===== src/rtl/updown_counter.sv =====
// Up/down counter with load, signed add, reload register and overflow policies.
// Event pulse tc is registered; zero is combinational on result.
module updown_counter #(
  parameter int WordSize = 16,
  parameter logic [WordSize-1:0] ResetValue = '0
) (
  input  logic                clk,
  input  logic                reset,
  input  logic                WE,
  input  logic                AE,
  input  logic                IE,
  input  logic                DE,
  input  logic                RE,
  input  logic [1:0]          mode,
  input  logic [WordSize-1:0] data,
  output logic [WordSize-1:0] result,
  output logic                zero,
  output logic                tc
);

  localparam int XW = WordSize + 2;

  logic [WordSize-1:0] reload_reg;
  logic [WordSize-1:0] next_result;
  logic                next_tc;
  logic [XW-1:0]       res_ext;
  logic [XW-1:0]       off_ext;
  logic [XW-1:0]       sum;
  logic                arith;
  logic                step_op;
  logic                under;
  logic                over;

  assign res_ext = {2'b00, result};
  assign off_ext = {{2{data[WordSize-1]}}, data};

  always_comb begin
    next_result = result;
    next_tc     = 1'b0;
    sum         = '0;
    arith       = 1'b0;
    step_op     = 1'b0;
    under       = 1'b0;
    over        = 1'b0;
    if (!WE) begin
      next_result = data;
    end else if (!AE) begin
      sum   = res_ext + off_ext;
      arith = 1'b1;
    end else if (IE != DE) begin
      sum     = !IE ? res_ext + XW'(1) : res_ext - XW'(1);
      arith   = 1'b1;
      step_op = 1'b1;
    end
    // Extra two bits keep sign and carry apart for range checking
    if (arith) begin
      under       = sum[XW-1];
      over        = !sum[XW-1] && sum[WordSize];
      next_result = sum[WordSize-1:0];
      if (under || over) begin
        next_tc = 1'b1;
        case (mode)
          2'b01: next_result = under ? '0 : '1;
          2'b10: if (step_op) next_result = reload_reg;
          default: ;
        endcase
      end
    end
  end

  always_ff @(posedge clk) begin
    if (reset) begin
      result     <= ResetValue;
      reload_reg <= '0;
      tc         <= 1'b0;
    end else begin
      result <= next_result;
      tc     <= next_tc;
      if (!RE) reload_reg <= data;
    end
  end

  assign zero = (result == '0);

endmodule

===== config.mk =====
export PLATFORM = sky130hd
export DESIGN_NAME = updown_counter
export DESIGN_NICKNAME = d
export VERILOG_FILES = /design/src/rtl/updown_counter.sv
export SDC_FILE = /design/constraint.sdc
export NUM_CORES = 1
export LEC_CHECK = 0
export ABC_CLOCK_PERIOD_IN_PS = 3100
export CORE_ASPECT_RATIO = 1.4
export CORE_MARGIN = 5
export CORE_UTILIZATION = 51
export CTS_CLUSTER_DIAMETER = 200
export DETAILED_ROUTE_END_ITERATION = 6
export HOLD_SLACK_MARGIN = 0.08
export PLACE_DENSITY = 0.74
export SLEW_MARGIN = 10
export SYNTH_ARGS = -nofsm -noshare
export SYNTH_HDL_FRONTEND = slang
export SYNTH_SLANG_ARGS = --single-unit

===== constraint.sdc =====
create_clock -name clk -period 3.1 [get_ports clk]
set_input_delay 0.93 -clock clk [delete_from_list [all_inputs] [get_ports clk]]
set_output_delay 0.93 -clock clk [all_outputs]
set_load 0.02 [all_outputs]

==> Flow_metrics.wiki, run 1 <==
{| class="wikitable"
! Metric !! Value
|-
| Critical Path End Type || flip-flop
|-
| Area enclosed by the die boundary || 0.00828 sq mm
|-
| Number of global-route vias before repair || 4420
|-
| Critical path buffer and inverter count || 4
|-
| Number of antenna violations at the first check in global routing || 0
|-
| Overall die width || approximately 78 um
|-
| CTS tree || yes
|-
| Distinct cell type count after synthesis || 69
|-
| Number of core rows || 35
|-
| Library cell with the highest instance count after synthesis || sky130_fd_sc_hd__nand2_1
|-
| Worst Setup Path Type || primary input to flip-flop
|-
| Run status || complete, no violations
|-
| Area Overhead vs Synth || 60.9%
|-
| Overall routing resource usage || between 30% and 40%
|-
| Max-cap violations || 0
|-
| Worst-Skew Late Latency || 0.30 ns
|-
| Starting density of the core || about half
|-
| Share of flip-flops with an asynchronous set or reset || 0%
|-
| Number of hold buffers added after CTS || 0
|-
| CP top delay family || compound AO/OA/AOI/OAI gates
|-
| Dpl ws || -0.804 ns
|-
| Via count of the routed design || about 4400
|-
| Largest cells by area after synthesis || sky130_fd_sc_hd__dfxtp_1 20%, sky130_fd_sc_hd__ha_1 7.9%, sky130_fd_sc_hd__mux2i_1 6.9%
|-
| Number of nets with antenna violations after routing || 0
|-
| Data required, critical path || 3.29 ns
|-
| Wire length of the first global-routing pass || about 22000 um
|-
| Final cycle utilization of the critical path || slightly below 100%
|-
| Placed Cells incl. Taps || approximately 630
|-
| Max FO, Critical Path || 5
|-
| Cell breakdown of the critical path || buf_4, ha_4, inv_2, fa_2, nand2b_4, a21o_1, a21oi_2, o211a_1, o21a_1, o221a_4, buf_6, buf_12, mux2i_1, a21oi_1
|-
| CTS H-tree lvls || 2
|-
| Crit-path slowest cell || sky130_fd_sc_hd__fa_2
|-
| Fin cells || between 600 and 700
|-
| Post-synthesis register bit count || 33
|-
| Maximum buffer depth of the clock tree || 2
|-
| Largest voltage drop on the vdd net || ~0.23 mV
|-
| Final nets || about 640
|-
| DPL Wire Length || approximately 10000 um
|-
| Power per unit of standard cell area || between 300 and 400 mW/mm^2
|-
| I/O Pins || between 40 and 50
|-
| Max Fclk || around 320 MHz
|-
| Kind of launch point of the worst setup path || primary input
|-
| Cell type with the largest total area after synthesis || sky130_fd_sc_hd__dfxtp_1
|-
| Relative slew slack || between 50% and 60%
|-
| Unrepaired setup endpoints after global routing || yes
|-
| Count of synthesis-stage warnings from yosys || 0
|-
| Cell Area, Placed || 0.00474 sq mm
|-
| Post-Synthesis Net Count || 473
|-
| Routed length per instance || between 20 and 25 um
|-
| Worst Tran Pin Value || ~0.6 ns
|-
| Final routed DRC violation total || 0
|-
| Setup skew after layout || a little under 0.01 ns
|-
| Setup violations, final || 0
|-
| Clock sink count || 33
|-
| Synth Flop Type || sky130_fd_sc_hd__dfxtp_1
|-
| Average cell area after synthesis || 7.83 sq um
|-
| Clock transition time at the flip-flop clock pins of the worst setup and hold paths || approximately 0.080 ns
|-
| Leakage || approximately 2.3 nW
|-
| List of most frequent post-synthesis cells || 41 x sky130_fd_sc_hd__nand2_1, 33 x sky130_fd_sc_hd__dfxtp_1, 32 x sky130_fd_sc_hd__nor2_1
|-
| Clock root buffer || sky130_fd_sc_hd__clkbuf_8
|-
| Average via count per standard cell || ~6.6
|-
| Post-synthesis instance area || approximately 0.0033 sq mm
|-
| I/O Buffers || 42
|-
| Count of mapped cells out of synthesis || about 430
|-
| Post-layout worst setup margin || between 0.015 and 0.02 ns
|-
| Fin. Hold Viols || 0
|-
| Sequential fraction of the synthesis area || 19.8%
|-
| Final non-filler cell area || ~0.0054 sq mm
|-
| Starting DRC count in detailed routing || approximately 380
|-
| Clock buffer count from CTS || 5
|-
| Area inside the core boundary || 0.00648 sq mm
|-
| Pins Over Slew Limit || 0
|-
| Pin count of the biggest net entering global routing || 19
|-
| Global route total overflow || 0
|-
| Floorplan die height || approximately 110 um
|-
| Crit path largest cell delay || about 0.35 ns
|-
| Crit path DAT || 3.27 ns
|-
| Final critical delay including setup and external delays || 3.08 ns
|-
| Post-Route WL || between 15000 and 20000 um
|-
| Share of the synthesized area in the top cell type || 19.8%
|-
| Share of cells above drive strength 1 || between 30% and 40%
|-
| Diodes inserted || 0
|-
| Number of detailed-routing iterations run before antenna repair || 6
|-
| Number of synthesized flops with an enable pin || 0
|-
| Global placer's final weighted congestion || around 1
|-
| Hold WC Path Type || flip-flop to flip-flop
|}
## area by class of cell
type                    count  area, sq um
multi-input cells         348         2960
repair buffers            186         1500
fillers                   392         1110
flip-flops and latches     33          661
well taps                  74         92.6
clock buffers               5         68.8
inverters                  17         63.8
clock inverters             3         17.5
## report_power, final
group / internal [mW] / total, mW / switching, mW
combinational: 0.551 / 1.12 / 0.573
clock: 0.155 / 0.346 / 0.190
sequential: 0.459 / 0.497 / 0.0383
## metal layers
layer	GRT usage [%]	vias up	wire length, um
met2	61.0	295	7420
met1	36.2	2045	5070
met4	23.0	0	1450
li1	-	1946	-
met5	0	-	0
met3	6.75	130	1170
## metrics by stage
| stage | total power, mW | util (%) | TNS [ns] | hold WS, ns |
|---|---|---|---|---|
| after global placement | 1.42 | 73.1 | -10.21 | 0.471 |
| after global routing | 2.06 | 82.8 | -0.372 | 0.536 |
| after CTS | 1.85 | 79.5 | -0.00441 | 0.505 |
| after detailed placement | 1.44 | 73.1 | -11.49 | 0.486 |
| final | 1.97 | 82.8 | 0 | 0.507 |
| after floorplan | 1.02 | - | -0.177 | 0.455 |
## worst min-delay path: cells and delay by family (launching register included)
kind | cells | cell delay [ns]
DFF | 1 | 0.33
muxes | 1 | 0.07
and+or+nand+nor | 1 | 0.07
## layout by cell type (no fill, tap or decap), types with 4 or more instances in the layout
cell                                n
sky130_fd_sc_hd__xnor2_1           19
sky130_fd_sc_hd__xor2_1             7
sky130_fd_sc_hd__nand3_1            6
sky130_fd_sc_hd__nand2b_1           4
sky130_fd_sc_hd__dfxtp_1           33
sky130_fd_sc_hd__nand2_1           39
sky130_fd_sc_hd__clkbuf_8           5
sky130_fd_sc_hd__o211ai_1           6
sky130_fd_sc_hd__ha_1               5
sky130_fd_sc_hd__a31oi_1            5
sky130_fd_sc_hd__nor2_1            31
sky130_fd_sc_hd__nor4_1             4
sky130_fd_sc_hd__o21ai_0            9
sky130_fd_sc_hd__dlygate4sd2_1      5
sky130_fd_sc_hd__inv_1             14
sky130_fd_sc_hd__buf_4            135
sky130_fd_sc_hd__ha_4              16
sky130_fd_sc_hd__mux2i_1           23
sky130_fd_sc_hd__o21a_1             5
sky130_fd_sc_hd__a21oi_2            8
sky130_fd_sc_hd__nand4_1            6
sky130_fd_sc_hd__a22o_1             6
sky130_fd_sc_hd__a21oi_1           22
sky130_fd_sc_hd__buf_6             10
sky130_fd_sc_hd__clkdlybuf4s50_1   24
sky130_fd_sc_hd__nor3_1             5
sky130_fd_sc_hd__a21o_1            10
sky130_fd_sc_hd__clkbuf_2           7
sky130_fd_sc_hd__o21bai_1           4
sky130_fd_sc_hd__a22oi_1           13
## path summary, 6_finish.rpt
check        cells past startpoint            end  slack [ns]           from
max                             14      result[1]        0.02        data[0]
min                              2  reload_reg[5]        0.51  reload_reg[5]
max reg2reg                     14      result[1]        0.14      result[0]
min reg2reg                      2  reload_reg[5]        0.51  reload_reg[5]
## timing repair
action	4_1_cts	5_1_grt
setup endpoints to repair	18	17
gates cloned	1	0
buffers inserted	12	12
pin swaps	28	37
gates resized for setup	55	54
## kinds of logic (layout without fill, tap and decap cells)
family,after synthesis,in the layout,share of synthesized area (%)
and+or+nand+nor,135,135,20.1
AOI/OAI and AO/OA,140,140,31.2
muxes,25,25,7.69
DFF,33,33,19.8
buffers and inverters,45,211,5.89
xor gates and xnor gates,26,26,6.82
adders and majority gates,22,22,8.47
(Power assumes the default switching activity.)
==> run 2, diff against run 1 <==
--- a/config.mk
+++ b/config.mk
@@ -13,6 +13,7 @@
 export DETAILED_ROUTE_END_ITERATION = 6
 export HOLD_SLACK_MARGIN = 0.08
 export PLACE_DENSITY = 0.74
+export SKIP_CTS_REPAIR_TIMING = 1
 export SLEW_MARGIN = 10
 export SYNTH_ARGS = -nofsm -noshare
 export SYNTH_HDL_FRONTEND = slang
==> Flow_metrics.wiki, run 2 (synthesized netlist as in run 1, its figures left out) <==
{| class="wikitable"
! Metric !! Value
|-
| Post-Route WL || 14600 um (-3.6%)
|-
| Number of detailed-routing iterations run before antenna repair || 6 (unchanged)
|-
| Kind of launch point of the worst setup path || primary input
|-
| Clock root buffer || sky130_fd_sc_hd__clkbuf_8
|-
| Endpoint of the worst register-to-register path || result[6]
|-
| Cell breakdown of the critical path || dlymetal6s2s_1, ha_4, buf_4, nand2_1, o211ai_1, a31oi_4, buf_4, a31o_2, a31oi_2, buf_6, a21oi_1, mux2_4, a21oi_2
|-
| Starting DRC count in detailed routing || 522 (+38%)
|-
| Worst setup path startpoint || data[11]
|-
| Number of core rows || 35 (unchanged)
|-
| Clock transition time at the flip-flop clock pins of the worst setup and hold paths || 0.08 ns (about the same)
|-
| Max FO, Critical Path || 10 (+5)
|-
| Worst Tran Pin Value || 0.590 ns (-0.0156 ns)
|-
| Fin. Hold Viols || 0 (unchanged)
|-
| Final cycle utilization of the critical path || 101% (+1.2 points)
|-
| Worst Setup Path Type || primary input to flip-flop
|-
| Cell Area, Placed || 0.00474 sq mm (unchanged)
|-
| Average via count per standard cell || 6.75 (+1.8%)
|-
| I/O Pins || 43 (unchanged)
|-
| Area inside the core boundary || 0.00648 sq mm (unchanged)
|-
| Number of cells traversed by the worst hold path || 2 (unchanged)
|-
| I/O Buffers || 42 (unchanged)
|-
| Reg2Reg Depth || 13 (-1)
|-
| Number of global-route vias before repair || 4237 (-4.1%)
|-
| Max Fclk || 320 MHz (-1.2%)
|-
| Pin count of the biggest net entering global routing || 19 (unchanged)
|-
| Crit path DAT || 3.36 ns (+0.09 ns)
|-
| Final non-filler cell area || 0.00525 sq mm (-2.2%)
|-
| Overall die width || 78.4 um (unchanged)
|-
| Power per unit of standard cell area || 367 mW/mm^2 (+0.17%)
|-
| Final routed DRC violation total || 0 (unchanged)
|-
| Commonest cells after routing, fill and taps aside || 123 x sky130_fd_sc_hd__buf_4, 40 x sky130_fd_sc_hd__nand2_1, 33 x sky130_fd_sc_hd__dfxtp_1, 31 x sky130_fd_sc_hd__nor2_1, 25 x sky130_fd_sc_hd__clkdlybuf4s50_1
|-
| Maximum buffer depth of the clock tree || 2 (unchanged)
|-
| Global placer's final weighted congestion || 1.00 (unchanged)
|-
| Hold Startpoint || reload_reg[5]
|-
| Final nets || 621 (-2.7%)
|-
| Via count of the routed design || 4379 (-0.84%)
|-
| DPL Wire Length || 10100 um (unchanged)
|-
| Leakage || 2.35 nW (+1.3%)
|-
| Setup slack of the worst register-to-register path || 0.13 ns (about the same)
|-
| Worst hold path endpoint || reload_reg[5]
|-
| Overall routing resource usage || 31.5% (-3.0 points)
|-
| Wire length of the first global-routing pass || 20600 um (-8.3%)
|-
| Data required, critical path || 3.34 ns (+0.05 ns)
|-
| Area Overhead vs Synth || 57.4%
|-
| Area enclosed by the die boundary || 0.00828 sq mm (unchanged)
|-
| Share of cells above drive strength 1 || 35.8% (-3.9 points)
|-
| Setup skew after layout || 0.0129 ns (+0.00294 ns)
|-
| Unrepaired setup endpoints after global routing || yes
|-
| Dpl ws || -0.804 ns (unchanged)
|-
| Most frequent standard cell in the layout excluding fill and tap cells || sky130_fd_sc_hd__buf_4
|-
| Run status || finished with violations
|-
| Number of nets with antenna violations after routing || 0 (unchanged)
|-
| Critical Path End Type || flip-flop
|-
| Total power draw || 1.93 mW (-2.0%)
|-
| Crit-path slowest cell || sky130_fd_sc_hd__o211ai_1
|-
| Starting density of the core || 51.5% (unchanged)
|-
| Failing checks || setup timing
|-
| Floorplan die height || 106 um (unchanged)
|-
| Clock sink count || 33 (unchanged)
|-
| Setup violations, final || 5 (+5)
|-
| Pins Over Slew Limit || 0 (unchanged)
|-
| Summed negative setup slack over all endpoints || -0.0674 ns (-0.0674 ns)
|-
| Crit path largest cell delay || 0.34 ns (about the same)
|-
| Final critical delay including setup and external delays || 3.12 ns (+0.0372 ns)
|-
| Number of antenna violations at the first check in global routing || 0 (unchanged)
|-
| Diodes inserted || 0 (unchanged)
|-
| Worst-Skew Late Latency || 0.30 ns (about the same)
|-
| Critical register-to-register path startpoint || result[0]
|-
| Routed length per instance || 22.4 um (-1.1%)
|-
| CTS tree || yes
|-
| CTS H-tree lvls || 2 (unchanged)
|-
| Max-cap violations || 0 (unchanged)
|-
| Hold WC Path Type || flip-flop to flip-flop
|-
| Post-layout worst setup margin || -0.0202 ns (-0.0372 ns)
|-
| Most used cell along the critical path || sky130_fd_sc_hd__buf_4
|-
| Global route total overflow || 0 (unchanged)
|-
| Largest voltage drop on the vdd net || 0.260 mV (+12%)
|-
| Clock buffer count from CTS || 5 (unchanged)
|-
| Relative slew slack || 60.5% (+1.0 points)
|}
[run 2: cell types whose count changed in the layout (fill, tap and decap cells not counted), moves of 2 or more]
cell / change
sky130_fd_sc_hd__buf_4: -12
sky130_fd_sc_hd__a211oi_2: +2
sky130_fd_sc_hd__clkbuf_2: -7
sky130_fd_sc_hd__nand3_1: +2
sky130_fd_sc_hd__buf_6: -7
sky130_fd_sc_hd__ha_4: -2
sky130_fd_sc_hd__a211oi_1: -2
sky130_fd_sc_hd__dlymetal6s2s_1: +15
sky130_fd_sc_hd__dlygate4sd2_1: -5
[run 2: metrics by stage]
stage	util, %	instances	hold WS [ns]
3_5_place_dp	73.1	634	0.486
2_1_floorplan	-	426	0.455
3_3_place_gp	73.1	634	0.471
6_report	81.0	649	0.506
5_1_grt	81.0	649	0.536
4_1_cts	74.5	642	0.505
[run 2: worst max path at each step]
stage	to	slack (ns)	cells past startpoint
2_1_floorplan	result[1]	-0.04	13
3_3_place_gp	result[6]	-0.72	13
3_5_place_dp	result[6]	-0.80	13
4_1_cts	result[6]	-0.50	13
5_1_grt	tc	-0.31	11
6_report	result[6]	-0.02	13
[run 2: final cells by class]
cell class / instances / area, sq um
multi-input combinational: 348 / 2900
inverter: 17 / 63.8
clock buffer: 5 / 68.8
timing repair buffer: 169 / 1450
fill: 425 / 1230
tap: 74 / 92.6
clock inverter: 3 / 17.5
sequential: 33 / 661
[run 2: power by group]
part	switching (mW)	internal [mW]
sequential	0.0380	0.459
clock	0.193	0.156
combinational	0.555	0.527
total	0.786	1.14
[run 2: layer usage]
metal  GRT usage, %  share of wire, %  up-vias
li1               -                 -     1898
met1           32.8                33     2030
met2           55.0                49      315
met3           4.87               7.0      136
met4           25.0                11        0
met5              0                 0        -
[run 2: critical path: cells and delay by family]
kind	cells	cell delay (ns)
muxes	1	0.28
adders and majority gates	1	0.31
buffers and inverters	4	0.65
and+or+nand+nor	1	0.08
AOI/OAI and AO/OA	6	1.11
==> run 3, diff against run 2 <==
--- a/config.mk
+++ b/config.mk
@@ -5,14 +5,14 @@
 export SDC_FILE = /design/constraint.sdc
 export NUM_CORES = 1
 export LEC_CHECK = 0
-export ABC_CLOCK_PERIOD_IN_PS = 3100
+export ABC_CLOCK_PERIOD_IN_PS = 3300
 export CORE_ASPECT_RATIO = 1.4
 export CORE_MARGIN = 5
-export CORE_UTILIZATION = 51
+export CORE_UTILIZATION = 30
 export CTS_CLUSTER_DIAMETER = 200
 export DETAILED_ROUTE_END_ITERATION = 6
 export HOLD_SLACK_MARGIN = 0.08
-export PLACE_DENSITY = 0.74
+export PLACE_DENSITY = 0.46
 export SKIP_CTS_REPAIR_TIMING = 1
 export SLEW_MARGIN = 10
 export SYNTH_ARGS = -nofsm -noshare
==> constraint.sdc (replaced) <==
create_clock -name clk -period 3.3 [get_ports clk]
set_input_delay 0.99 -clock clk [delete_from_list [all_inputs] [get_ports clk]]
set_output_delay 0.99 -clock clk [all_outputs]
set_load 0.02 [all_outputs]
==> Flow_metrics.wiki, run 3 (synthesized netlist as in run 1, its figures left out) <==
{| class="wikitable"
! Metric !! Value
|-
| Clock transition time at the flip-flop clock pins of the worst setup and hold paths || 0.06 ns (-0.02 ns)
|-
| CTS tree || yes
|-
| Max Fclk || between 300 and 400 MHz
|-
| Share of cells above drive strength 1 || 33.8% (-2.0 points)
|-
| Int Power || 1.18 mW (+3.5%)
|-
| Kind of launch point of the worst setup path || primary input
|-
| Average via count per standard cell || 5.49 (-19%)
|-
| I/O Pins || 43 (unchanged)
|-
| Share of total power in sequential cells || 25.2% (-0.6 points)
|-
| Diodes inserted || 0 (unchanged)
|-
| Area enclosed by the die boundary || 0.0134 sq mm (+61%)
|-
| Post-Route WL || 13800 um (-5.3%)
|-
| Area taken by flip-flops and latches || 661 sq um (unchanged)
|-
| Crit path largest cell delay || 0.49 ns (+0.15 ns)
|-
| Critical Path End Type || flip-flop
|-
| Pin count of the biggest net entering global routing || 17 (-2)
|-
| DPL Wire Length || 10700 um (+5.6%)
|-
| Max FO, Critical Path || 8 (-2)
|-
| Most frequent standard cell in the layout excluding fill and tap cells || sky130_fd_sc_hd__buf_4
|-
| Number of antenna violations at the first check in global routing || 0 (unchanged)
|-
| Area inside the core boundary || 0.0109 sq mm (+68%)
|-
| Global placer's final weighted congestion || 0.847 (-16%)
|-
| Area used by multi-input combinational logic || 0.00287 sq mm (-0.99%)
|-
| Core occupancy in the finished layout || 48.7% (-32 points)
|-
| I/O Buffers || 42 (unchanged)
|-
| Hold WC Path Type || flip-flop to flip-flop
|-
| Worst-Skew Late Latency || 0.28 ns (-0.02 ns)
|-
| Switching Share || 37.5% (-3.3 points)
|-
| Relative slew slack || 59.6% (-0.91 points)
|-
| Crit-path slowest cell || sky130_fd_sc_hd__clkdlybuf4s50_1
|-
| Floorplan die height || 135 um (+28%)
|-
| Run status || complete, no violations
|-
| Clock buffer count from CTS || 5 (unchanged)
|-
| Critical path buffer and inverter count || 2 (-2)
|-
| Post-layout worst setup margin || 0.0674 ns (+0.0876 ns)
|-
| Number of nets with antenna violations after routing || 0 (unchanged)
|-
| Fin. Hold Viols || 0 (unchanged)
|-
| Clock sink count || 33 (unchanged)
|-
| Commonest cells after routing, fill and taps aside || 114 x sky130_fd_sc_hd__buf_4, 40 x sky130_fd_sc_hd__nand2_1, 33 x sky130_fd_sc_hd__dfxtp_1, 31 x sky130_fd_sc_hd__nor2_1, 25 x sky130_fd_sc_hd__clkdlybuf4s50_1
|-
| Filler Cell Count || 1039 (+140%)
|-
| Area Overhead vs Synth || 58.5%
|-
| Psw || 708 uW (-9.9%)
|-
| Number of core rows || 45 (+29%)
|-
| Pins Over Slew Limit || 0 (unchanged)
|-
| Power per unit of standard cell area || 357 mW/mm^2 (-2.7%)
|-
| Overall routing resource usage || 19.8% (-12 points)
|-
| Final nets || 611 (-1.6%)
|-
| Leakage || 2.33 nW (-0.95%)
|-
| Wire length of the first global-routing pass || 20700 um (+0.94%)
|-
| Cell breakdown of the critical path || clkdlybuf4s50_1, ha_2, nand3_2, nor4_2, a21bo_4, nand3_4, o21a_1, o221a_4, buf_8, o221ai_1, a221oi_1
|-
| Via count of the routed design || 3874 (-12%)
|-
| Largest voltage drop on the vdd net || 0.189 mV (-27%)
|-
| Setup violations, final || 0 (-5)
|-
| Starting DRC count in detailed routing || 214 (-59%)
|-
| Worst Tran Pin Value || 0.604 ns (+0.0141 ns)
|-
| Final cycle utilization of the critical path || 98.0%
|-
| Number of global-route vias before repair || 3821 (-9.8%)
|-
| Clock root buffer || sky130_fd_sc_hd__clkbuf_16
|-
| Final critical delay including setup and external delays || between 3 and 4 ns
|-
| Maximum buffer depth of the clock tree || 2 (unchanged)
|-
| Total power draw || 1.89 mW (-2.0%)
|-
| CP top delay family || compound AO/OA/AOI/OAI gates
|-
| Crit path DAT || 3.41 ns (+0.05 ns)
|-
| Global route total overflow || 0 (unchanged)
|-
| Worst hold margin || 0.504 ns (-0.00175 ns)
|-
| Setup skew after layout || 0.00485 ns (-0.00802 ns)
|-
| Final routed DRC violation total || 0 (unchanged)
|-
| Dpl ws || -0.742 ns (+0.0618 ns)
|-
| Worst Setup Path Type || primary input to flip-flop
|-
| Starting density of the core || 30.7% (-21 points)
|-
| CTS H-tree lvls || 2 (unchanged)
|-
| Fraction of power consumed by the clock network || 24.5% (+6.4 points)
|-
| Max-cap violations || 0 (unchanged)
|-
| Routed length per instance || 19.5 um (-13%)
|-
| Data required, critical path || 3.48 ns (+0.14 ns)
|-
| Summed negative setup slack over all endpoints || 0 ns (+0.0674 ns)
|-
| Overall die width || 99.1 um (+27%)
|-
| Number of detailed-routing iterations run before antenna repair || 5 (-1)
|-
| Logic gate share of total power || 50.3% (-5.8 points)
|}
[run 3: cell count changes in the layout (fill, tap and decap cells not counted), sizes merged]
cell / delta
clkbuf: -1
buf: -9
[run 3: through the flow]
| step | cells | instance area (sq um) |
|---|---|---|
| 2_1_floorplan | 426 | 3360 |
| 3_3_place_gp | 687 | 4650 |
| 3_5_place_dp | 687 | 4650 |
| 4_1_cts | 695 | 4790 |
| 5_1_grt | 706 | 5290 |
| 6_report | 706 | 5290 |
[run 3: cell type report]
type	count	share of cell area, %
multi-input combinational	348	54.2
inverter	17	1.21
timing repair buffer	159	26.0
sequential	33	12.5
clock buffer	5	2.37
tap	141	3.34
clock inverter	3	0.331
[run 3: worst paths after layout]
path,start,to,slack (ns),cells past startpoint
setup / recovery,data[15],result[7],0.07,11
hold / removal,reload_reg[7],reload_reg[7],0.50,2
setup reg to reg,result[0],result[7],0.28,12
hold reg to reg,reload_reg[7],reload_reg[7],0.50,2
[run 3: worst min-delay path, cell delays in order (launching register included)]
cell	delay, ns
sky130_fd_sc_hd__dfxtp_1	0.33
sky130_fd_sc_hd__mux2i_1	0.07
sky130_fd_sc_hd__nor2_1	0.07
[run 3: power groups by stage]
stage	registers, mW	logic, mW	clock network (mW)
finish	0.477	0.950	0.462
global route	0.481	1.02	0.481
CTS	0.473	0.857	0.472
detailed placement	0.481	0.853	0
global placement	0.481	0.850	0
floorplan	0.494	0.437	0
[run 3: routing by layer]
| layer | vias to the layer above | global-route usage, % | wire length [um] |
|---|---|---|---|
| met1 | 1814 | 21.9 | 5190 |
| met5 | - | 0 | 0 |
| li1 | 1878 | - | - |
| met4 | 0 | 7.74 | 619 |
| met3 | 37 | 2.69 | 731 |
| met2 | 145 | 37.4 | 7250 |
